===== src/rtl/pipe_pkg.sv =====
// Shared IF/ID pipeline types: stage FSM states, the NOP encoding and the
// canonical 32-bit IF/ID entry seen by the ID stage.
package pipe_pkg;

    localparam int XLEN = 32;

    typedef enum logic [1:0] {
        RUN    = 2'd0,
        HOLD   = 2'd1,
        REPLAY = 2'd2
    } ifid_state_e;

    localparam logic [XLEN-1:0] NOP_INSTR = 32'h0000_0000;

    typedef struct packed {
        logic            valid;
        logic [XLEN-1:0] pc;
        logic [XLEN-1:0] instr;
    } ifid_entry_t;

endpackage


===== src/rtl/ifid_skid.sv =====
// One-entry skid register: catches the fetch response that lands while the
// stage is held, so it can be replayed into IF/ID on release.
module ifid_skid #(
    parameter int DW = 32,
    parameter int AW = 32
) (
    input  logic          clk,
    input  logic          rst,
    input  logic          load,
    input  logic          unload,
    input  logic          clear,
    input  logic [AW-1:0] load_pc,
    input  logic [DW-1:0] load_instr,
    output logic          valid,
    output logic [AW-1:0] pc,
    output logic [DW-1:0] instr
);

    // clear (flush) dominates a same-cycle load
    always_ff @(posedge clk) begin
        if (rst || clear)
            valid <= 1'b0;
        else if (load)
            valid <= 1'b1;
        else if (unload)
            valid <= 1'b0;
    end

    always_ff @(posedge clk) begin
        if (load) begin
            pc    <= load_pc;
            instr <= load_instr;
        end
    end

endmodule


===== src/rtl/ifid_stage.sv =====
// IF/ID pipeline register with stall hold, skid replay and flush squash.
// Optional IFID_STALL_STATS_EN adds saturating stall/flush counters.
module ifid_stage
    import pipe_pkg::*;
#(
    parameter int DW = 32,
    parameter int AW = 32
`ifdef IFID_STALL_STATS_EN
  , parameter int CNT_W = 16
`endif
) (
    input  logic          clk,
    input  logic          rst,
    input  logic          en_in,
    input  logic          flush_in,
    output logic          fetch_req,
    input  logic [AW-1:0] pc_in,
    input  logic          imem_rvalid,
    input  logic [DW-1:0] imem_rdata,
    output logic          id_valid,
    output logic [AW-1:0] id_pc,
    output logic [DW-1:0] id_instr,
    output logic          skid_busy
`ifdef IFID_STALL_STATS_EN
  , output logic [CNT_W-1:0] stall_cnt,
    output logic [CNT_W-1:0] flush_cnt
`endif
);

    ifid_state_e   state;
    logic [AW-1:0] pc_q;
    logic          req_q;
    logic          drop_q;
    logic          live;
    logic          skid_valid;
    logic [AW-1:0] skid_pc;
    logic [DW-1:0] skid_instr;
    logic          skid_load;
    logic          skid_unload;

    assign fetch_req   = ~rst & en_in & ~flush_in & (state == RUN);
    assign live        = imem_rvalid & ~drop_q;
    assign skid_load   = (state == RUN)  & ~flush_in & ~en_in & live;
    assign skid_unload = (state == HOLD) & ~flush_in & en_in & skid_valid;
    assign skid_busy   = skid_valid;

    ifid_skid #(.DW(DW), .AW(AW)) u_skid (
        .clk        (clk),
        .rst        (rst),
        .load       (skid_load),
        .unload     (skid_unload),
        .clear      (flush_in),
        .load_pc    (pc_q),
        .load_instr (imem_rdata),
        .valid      (skid_valid),
        .pc         (skid_pc),
        .instr      (skid_instr)
    );

    always_ff @(posedge clk) begin
        if (rst) begin
            state    <= RUN;
            id_valid <= 1'b0;
            id_pc    <= '0;
            id_instr <= DW'(NOP_INSTR);
            pc_q     <= '0;
            req_q    <= 1'b0;
            drop_q   <= 1'b0;
        end else begin
            req_q <= fetch_req;
            if (fetch_req)
                pc_q <= pc_in;
            if (imem_rvalid)
                drop_q <= 1'b0;

            if (flush_in) begin
                // A response landing in the flush cycle is discarded here;
                // drop_q only covers one that is still on its way.
                id_valid <= 1'b0;
                state    <= RUN;
                drop_q   <= (drop_q | req_q) & ~imem_rvalid;
            end else begin
                unique case (state)
                    RUN: begin
                        if (en_in) begin
                            id_valid <= live;
                            if (live) begin
                                id_pc    <= pc_q;
                                id_instr <= imem_rdata;
                            end
                        end else begin
                            state <= HOLD;
                        end
                    end
                    HOLD: begin
                        // Release advances the held entry into ID, so IF/ID
                        // takes the skid contents or becomes a bubble.
                        if (en_in) begin
                            id_valid <= skid_valid;
                            if (skid_valid) begin
                                id_pc    <= skid_pc;
                                id_instr <= skid_instr;
                                state    <= REPLAY;
                            end else begin
                                state <= RUN;
                            end
                        end
                    end
                    REPLAY: begin
                        if (en_in) begin
                            id_valid <= 1'b0;
                            state    <= RUN;
                        end else begin
                            state <= HOLD;
                        end
                    end
                    default: state <= RUN;
                endcase
            end
        end
    end

`ifdef IFID_STALL_STATS_EN
    always_ff @(posedge clk) begin
        if (rst) begin
            stall_cnt <= '0;
            flush_cnt <= '0;
        end else begin
            if (!en_in && !flush_in && stall_cnt != '1)
                stall_cnt <= stall_cnt + 1'b1;
            if (flush_in && flush_cnt != '1)
                flush_cnt <= flush_cnt + 1'b1;
        end
    end
`endif

endmodule


===== config.mk =====
export PLATFORM = sky130hd
export DESIGN_NAME = ifid_stage
export DESIGN_NICKNAME = d
export VERILOG_FILES = /design/src/rtl/pipe_pkg.sv /design/src/rtl/ifid_skid.sv /design/src/rtl/ifid_stage.sv
export SDC_FILE = /design/constraint.sdc
export NUM_CORES = 1
export LEC_CHECK = 0
export ABC_CLOCK_PERIOD_IN_PS = 5540
export CAP_MARGIN = 30
export CORE_AREA = 2 2 120 122
export CTS_BUF_LIST = sky130_fd_sc_hd__clkbuf_8
export DETAILED_ROUTE_END_ITERATION = 6
export DIE_AREA = 0 0 122 124
export PLACE_DENSITY_LB_ADDON = 0.25
export SETUP_SLACK_MARGIN = 0.05
export SLEW_MARGIN = 30
export SYNTH_ARGS = -nofsm -noshare
export SYNTH_HDL_FRONTEND = slang
export SYNTH_SLANG_ARGS = --single-unit

===== constraint.sdc =====
create_clock -name clk -period 5.54 [get_ports clk]
set_clock_uncertainty 0.2 [all_clocks]
set_input_delay 1.108 -clock clk [delete_from_list [all_inputs] [get_ports clk]]
set_output_delay 1.108 -clock clk [all_outputs]
set_load 0.01 [all_outputs]

==> flow_summary.toml, run 1 <==
[routing]
route.detailed.drc = 0
drtIter0Drc = 232
vias_per_cell = 4.97
drt-pass1-iter-count = 6
vias = 4517
routedWlPerCell_um = 15.2
ant_nets = 0
wl_mm = 13.8

[floorplan]
fp-row-count = 43
die_area_mm2 = 0.0151
die_y_um = 124
die_width_um = 122
core_area_mm2 = 0.0137
io_pins = 136
start_util_pct = 52.2

[timing]
timing.final.ws_setup_ns = 1.51
finalMaxSlewViolations = 0
slew_headroom_pct = 39.8
fin_tns_setup_ns = 0
min_period_ns = 4.03
finalSetupViolCount = 0
rsz0062_at_grt = "no"
maxClockFrequency_mhz = 248
min_period_over_period_pct = 72.8
worst_pin_slew_ns = 0.902
finalHoldViolCount = 0

[setup_path]
reg2reg_setup_slack_ns = 2.63
cp-end-kind = "output port"
crit_top_cell = "clkdlybuf4s50_1"
critPathArrivalTime_ns = 2.73
crit_fanout = 7
worst-endpoint-required_ns = 4.23
cp_slowest_cell = "clkdlybuf4s50_1"
crit_type = "in -> out"
cp_slowest_stage_delay_ns = 0.65
worstPathCellList = "clkdlybuf4s50_1 -> nor4bb_4 -> clkdlybuf4s50_1"
startpoint_type = "input pin"

[worst_hold_path]
hold_path.class = "reg -> reg"

[logic_synthesis]
synth_edf_count = 64
synth-adder-area-share_pct = 1.05
synth_compound_area_share_pct = 3.05
syn_nets = 671
synth_simple_gate_area_share_pct = 14.9
ys_warn_count = 0
syn_inst = 596
synth-seq-cells = 166
synth_ff_type = "dfxtp_1"
syn-cell-area_mm2 = 0.00717
synth_top_area_share_pct = 28.5
synthXorXnorAreaFrac_pct = 0
postSynthAreaPerCell_um2 = 12.0
yosys-top-cells-area = "dfxtp_1, edfxtp_1, mux2_4, mux2i_1, nor2b_1"
async_reset_ff_share_pct = 0
synth_cell_types = 28
synth_top_family_by_area = "multiplexers"
yosysTopAreaCell = "dfxtp_1"
synthMuxAreaShare_pct = 22.6
synth_seq_area_share_pct = 55.3

[place]
port_buffers = 135
post-dp-hpwl_mm = 9.03
place_congestion = 0.730
dp_slack_ns = 1.48

[power_and_ir_drop]
power.density_mw_per_mm2 = 277
ir_worst_vdd_mv = 0.137
p_total_w = 0.00251
p_leak_nw = 3.43

[job]
drv_cap = 0

[final_layout]
final_common_cell = "clkdlybuf4s50_1"
nNetsFinal = 791
final_cell_mix = "clkdlybuf4s50_1, dfxtp_1, mux2i_1"
drive_gt1_share_pct = 14.4
fillerInstances = 1047
n_antenna_cell = 0
area_delta_synth_final_pct = 26.0

[global_routing]
grt_pass1_vias = 4373
grt_usage_pct = 18.5
grt_max_degree = 95
grt_first_pass_wirelength_mm = 21.7
antenna_found_initial = 0
gr-total-overflow = 0

[clocking]
cts_tree = "yes"
post_cts_resized = 0
clock_path_buffers = 2
h-tree-depth = 4
cts_hold_buf = 0
cts.clk_slew.worst_paths_ns = 0.08
cts_setup_buffers = 0
worstSkewPairLatency_ns = 0.44
cts_sinks = 166
root_buffer = "clkbuf_8"
cts_buffers = 17

[outcome]
outcome = "finished, final reports clean"
## state kept, by name, summed over array words and instances, names as in the netlist
register,cells
u_skid.instr,32
u_skid.valid,1
pc_q,32
u_skid.pc,32
id_valid,1
drop_q,1
req_q,1
id_pc,32
id_instr,32
state,2
## report_power, final
part,internal [W],total [W],switching [W]
Combinational,0.000142,0.000256,0.000114
Sequential,0.00131,0.00133,0.0000209
Clock,0.000507,0.000920,0.000413
## layout make-up
| class | instances | area, um^2 | share of cell area [%] |
|---|---|---|---|
| clock buffer | 19 | 262 | 2.89 |
| clock inverter | 13 | 165 | 1.83 |
| inverter | 2 | 7.51 | 0.0831 |
| multi-input combinational | 388 | 3010 | 33.4 |
| sequential | 166 | 3960 | 43.9 |
| tap | 180 | 225 | 2.49 |
| timing repair buffer | 141 | 1400 | 15.5 |
## routing by layer
metal	global-route usage, %	vias to the layer above	routed length (um)
li1	-	2262	-
met1	24.7	2131	6540
met2	30.0	107	6520
met3	3.85	17	613
met4	6.68	0	162
met5	0	-	0
## worst max-delay path: cells and delay by family
kind,cells,cell delay (ns)
buffers and inverters,2,1.23
and+or+nand+nor,1,0.38
## worst paths after layout
kind                  from       endpoint  cells after the start
setup reg to reg  state[0]   u_skid.pc[7]                      5
hold reg to reg   pc_q[16]  u_skid.pc[16]                      0
setup / recovery  flush_in      fetch_req                      3
hold / removal    pc_q[16]  u_skid.pc[16]                      0
## through the flow
stage / area (um^2) / std cells / hold WS [ns] / util (%)
3_3_place_gp: 8600 / 877 / 0.239 / 62.7
2_1_floorplan: 7170 / 596 / 0.231 / -
5_1_grt: 9030 / 909 / 0.275 / 65.9
6_report: 9030 / 909 / 0.261 / 65.9
3_5_place_dp: 8610 / 877 / 0.242 / 62.7
4_1_cts: 9030 / 909 / 0.262 / 65.9
## cells in the mapped netlist, types with 2 or more instances
cell      instances
a21oi_1           4
buf_2            10
buf_6             7
clkbuf_1         21
dfxtp_1         102
edfxtp_1         64
ha_1              6
inv_1             2
mux2_2            5
mux2_4           60
mux2i_1          66
nand2_1          37
nand2b_1         33
nor2_1           66
nor2b_1          64
nor3_1            3
nor4bb_1          2
o21ai_0          34
## cells by family (layout without fill, tap and decap cells)
kind of cell    after synthesis  after routing
simple gates                210            210
flops                       166            166
mux                         131            131
buf+inv                      42            175
compound gates               41             41
fa+ha+maj                     6              6
Note: power is estimated with default switching activity, not from simulation.
==> inputs of run 2 (changes only) <==
ABC_CLOCK_PERIOD_IN_PS = 4000   (was 5540)
clock period = 4 ns   (was 5.54 ns; I/O delays follow)
==> run 2 against run 1 <==
Global-route usage up 0.53 points; largest power group unchanged; worst setup slack got worse by 1.1 ns; non-clock buffer count stayed put.
==> flow_summary.toml, run 2 (synthesized netlist as in run 1, its figures left out) <==
[final_layout]
drive_gt1_share_pct = 14.7
nNetsFinal = 791
final_cells = 909
final_common_cell = "clkdlybuf4s50_1"
area_delta_synth_final_pct = 25.6
final_cell_mix = "clkdlybuf4s50_1, dfxtp_1, mux2i_1"
final_cell_area_mm2 = 0.00900
n_antenna_cell = 0

[floorplan]
die_y_um = 124
die_width_um = 122
fp-row-count = 43
start_util_pct = 52.2
core_area_mm2 = 0.0137
io_pins = 136
die_area_mm2 = 0.0151

[clocking]
h-tree-depth = 4
worstSkewPairLatency_ns = 0.44
cts_buffers = 17
cts_tree = "yes"
clock_path_buffers = 2
root_buffer = "clkbuf_8"
post_cts_resized = 0
cts_setup_buffers = 0
cts_sinks = 166
cts_hold_buf = 0
cts.clk_slew.worst_paths_ns = 0.09

[setup_path]
r2r_start = "state[1]"
crit_fanout = 7
critPathArrivalTime_ns = 2.60
crit_top_cell = "clkdlybuf4s50_1"
worst_r2r_endpoint = "id_instr[14]"
cp_top_family = "buffers and inverters"
reg2reg_setup_slack_ns = 1.29
cp_slowest_stage_delay_ns = 0.64
startpoint_type = "input pin"
crit_type = "in -> out"
worstPathCellList = "clkdlybuf4s50_1 -> nor4bb_4 -> clkdlybuf4s50_1"
worst-r2r-cell-count = 6
cp-end-kind = "output port"
path_buf_inv = 2
worst-endpoint-required_ns = 3.00
cp_slowest_cell = "clkdlybuf4s50_1"

[routing]
vias = 4661
wl_met2_mm = 6.84
wl_mm = 14.2
wl_met1_mm = 6.62
drt-pass1-iter-count = 5
drtIter0Drc = 298
route.detailed.drc = 0
routed.top_layer = "met4"
wl_met3_um = 530
ant_nets = 0
vias_per_cell = 5.13
routedWlPerCell_um = 15.6

[timing]
min_period_ns = 3.60
slew_headroom_pct = 46.6
finalSetupViolCount = 0
maxClockFrequency_mhz = 277
rsz0062_at_grt = "no"
min_period_over_period_pct = 90.1
finalHoldViolCount = 0
fin_tns_setup_ns = 0
finalMaxSlewViolations = 0
worst_pin_slew_ns = 0.801

[power_and_ir_drop]
ir_worst_vdd_mv = 0.229
p_leak_nw = 3.41
p_total_w = 0.00332
power.density_mw_per_mm2 = 369

[global_routing]
grt_max_degree = 89
grt_first_pass_wirelength_mm = 22.5
gr-total-overflow = 0
antenna_found_initial = 0
grt_pass1_vias = 4570
grt_usage_pct = 19.0

[job]
drv_cap = 0

[worst_hold_path]
hold_path.class = "reg -> reg"
min_path_cells = 0
hold_path_startpoint = "pc_q[11]"
min_to = "u_skid.pc[11]"

[place]
place_congestion = 0.763
post-dp-hpwl_mm = 8.86
place_inst = 877
dpl-instance-area_mm2 = 0.00863
port_buffers = 135

[outcome]
outcome = "finished, final reports clean"
## run 2: cell types whose count changed in the layout (fill, tap and decap cells not counted)
| cell | before | now |
|---|---|---|
| inv_4 | 0 | 2 |
| clkbuf_8 | 19 | 21 |
| inv_1 | 6 | 5 |
| clkinv_1 | 1 | 0 |
| clkinv_2 | 2 | 4 |
| clkinv_4 | 1 | 0 |
| bufinv_16 | 4 | 1 |
| buf_4 | 6 | 5 |
| buf_12 | 0 | 2 |
| buf_6 | 1 | 0 |
## run 2: power by group
group	internal, W	switching, W	total, W
clock	0.000548	0.000575	0.00112
combinational	0.000199	0.000160	0.000358
sequential	0.00181	0.0000290	0.00184
total	0.00256	0.000764	0.00332
## run 2: worst max path at each step
stage / cells past startpoint / slack, ns / start / to
CTS: 3 / 0.36 / flush_in / fetch_req
global route: 3 / 0.28 / flush_in / fetch_req
detailed placement: 3 / 0.36 / flush_in / fetch_req
global placement: 3 / 0.38 / flush_in / fetch_req
floorplan: 3 / 0.28 / en_in / u_skid.instr[0]
finish: 3 / 0.40 / flush_in / fetch_req
## run 2: layer usage
metal / up-vias / GRT usage [%]
li1: 2266 / -
met1: 2265 / 25.3
met2: 116 / 31.0
met3: 14 / 3.94
met4: 0 / 6.90
met5: - / 0
## run 2: layout make-up
class / instances / area [um^2]
clock buffers: 21 / 289
clock inverters: 11 / 81.3
fillers: 1062 / 4720
inverters: 2 / 7.51
multi-input cells: 388 / 3010
flip-flops and latches: 166 / 3960
well taps: 180 / 225
repair buffers: 141 / 1420
## run 2: stage by stage
step | setup WS (ns) | hold slack [ns] | util (%)
after floorplan | 0.278 | 0.231 | -
after global placement | 0.385 | 0.239 | 62.9
after detailed placement | 0.356 | 0.242 | 62.9
after CTS | 0.359 | 0.255 | 65.6
after global routing | 0.280 | 0.280 | 65.6
final | 0.396 | 0.260 | 65.6
==> inputs of run 3 (changes only) <==
CTS_CLUSTER_SIZE = 25   (was default)
SKIP_LAST_GASP = 1   (was default)
TNS_END_PERCENT = 10   (was default)
==> results of run 3 <==
Final layout, timing and power as in run 2 (identical DEF).
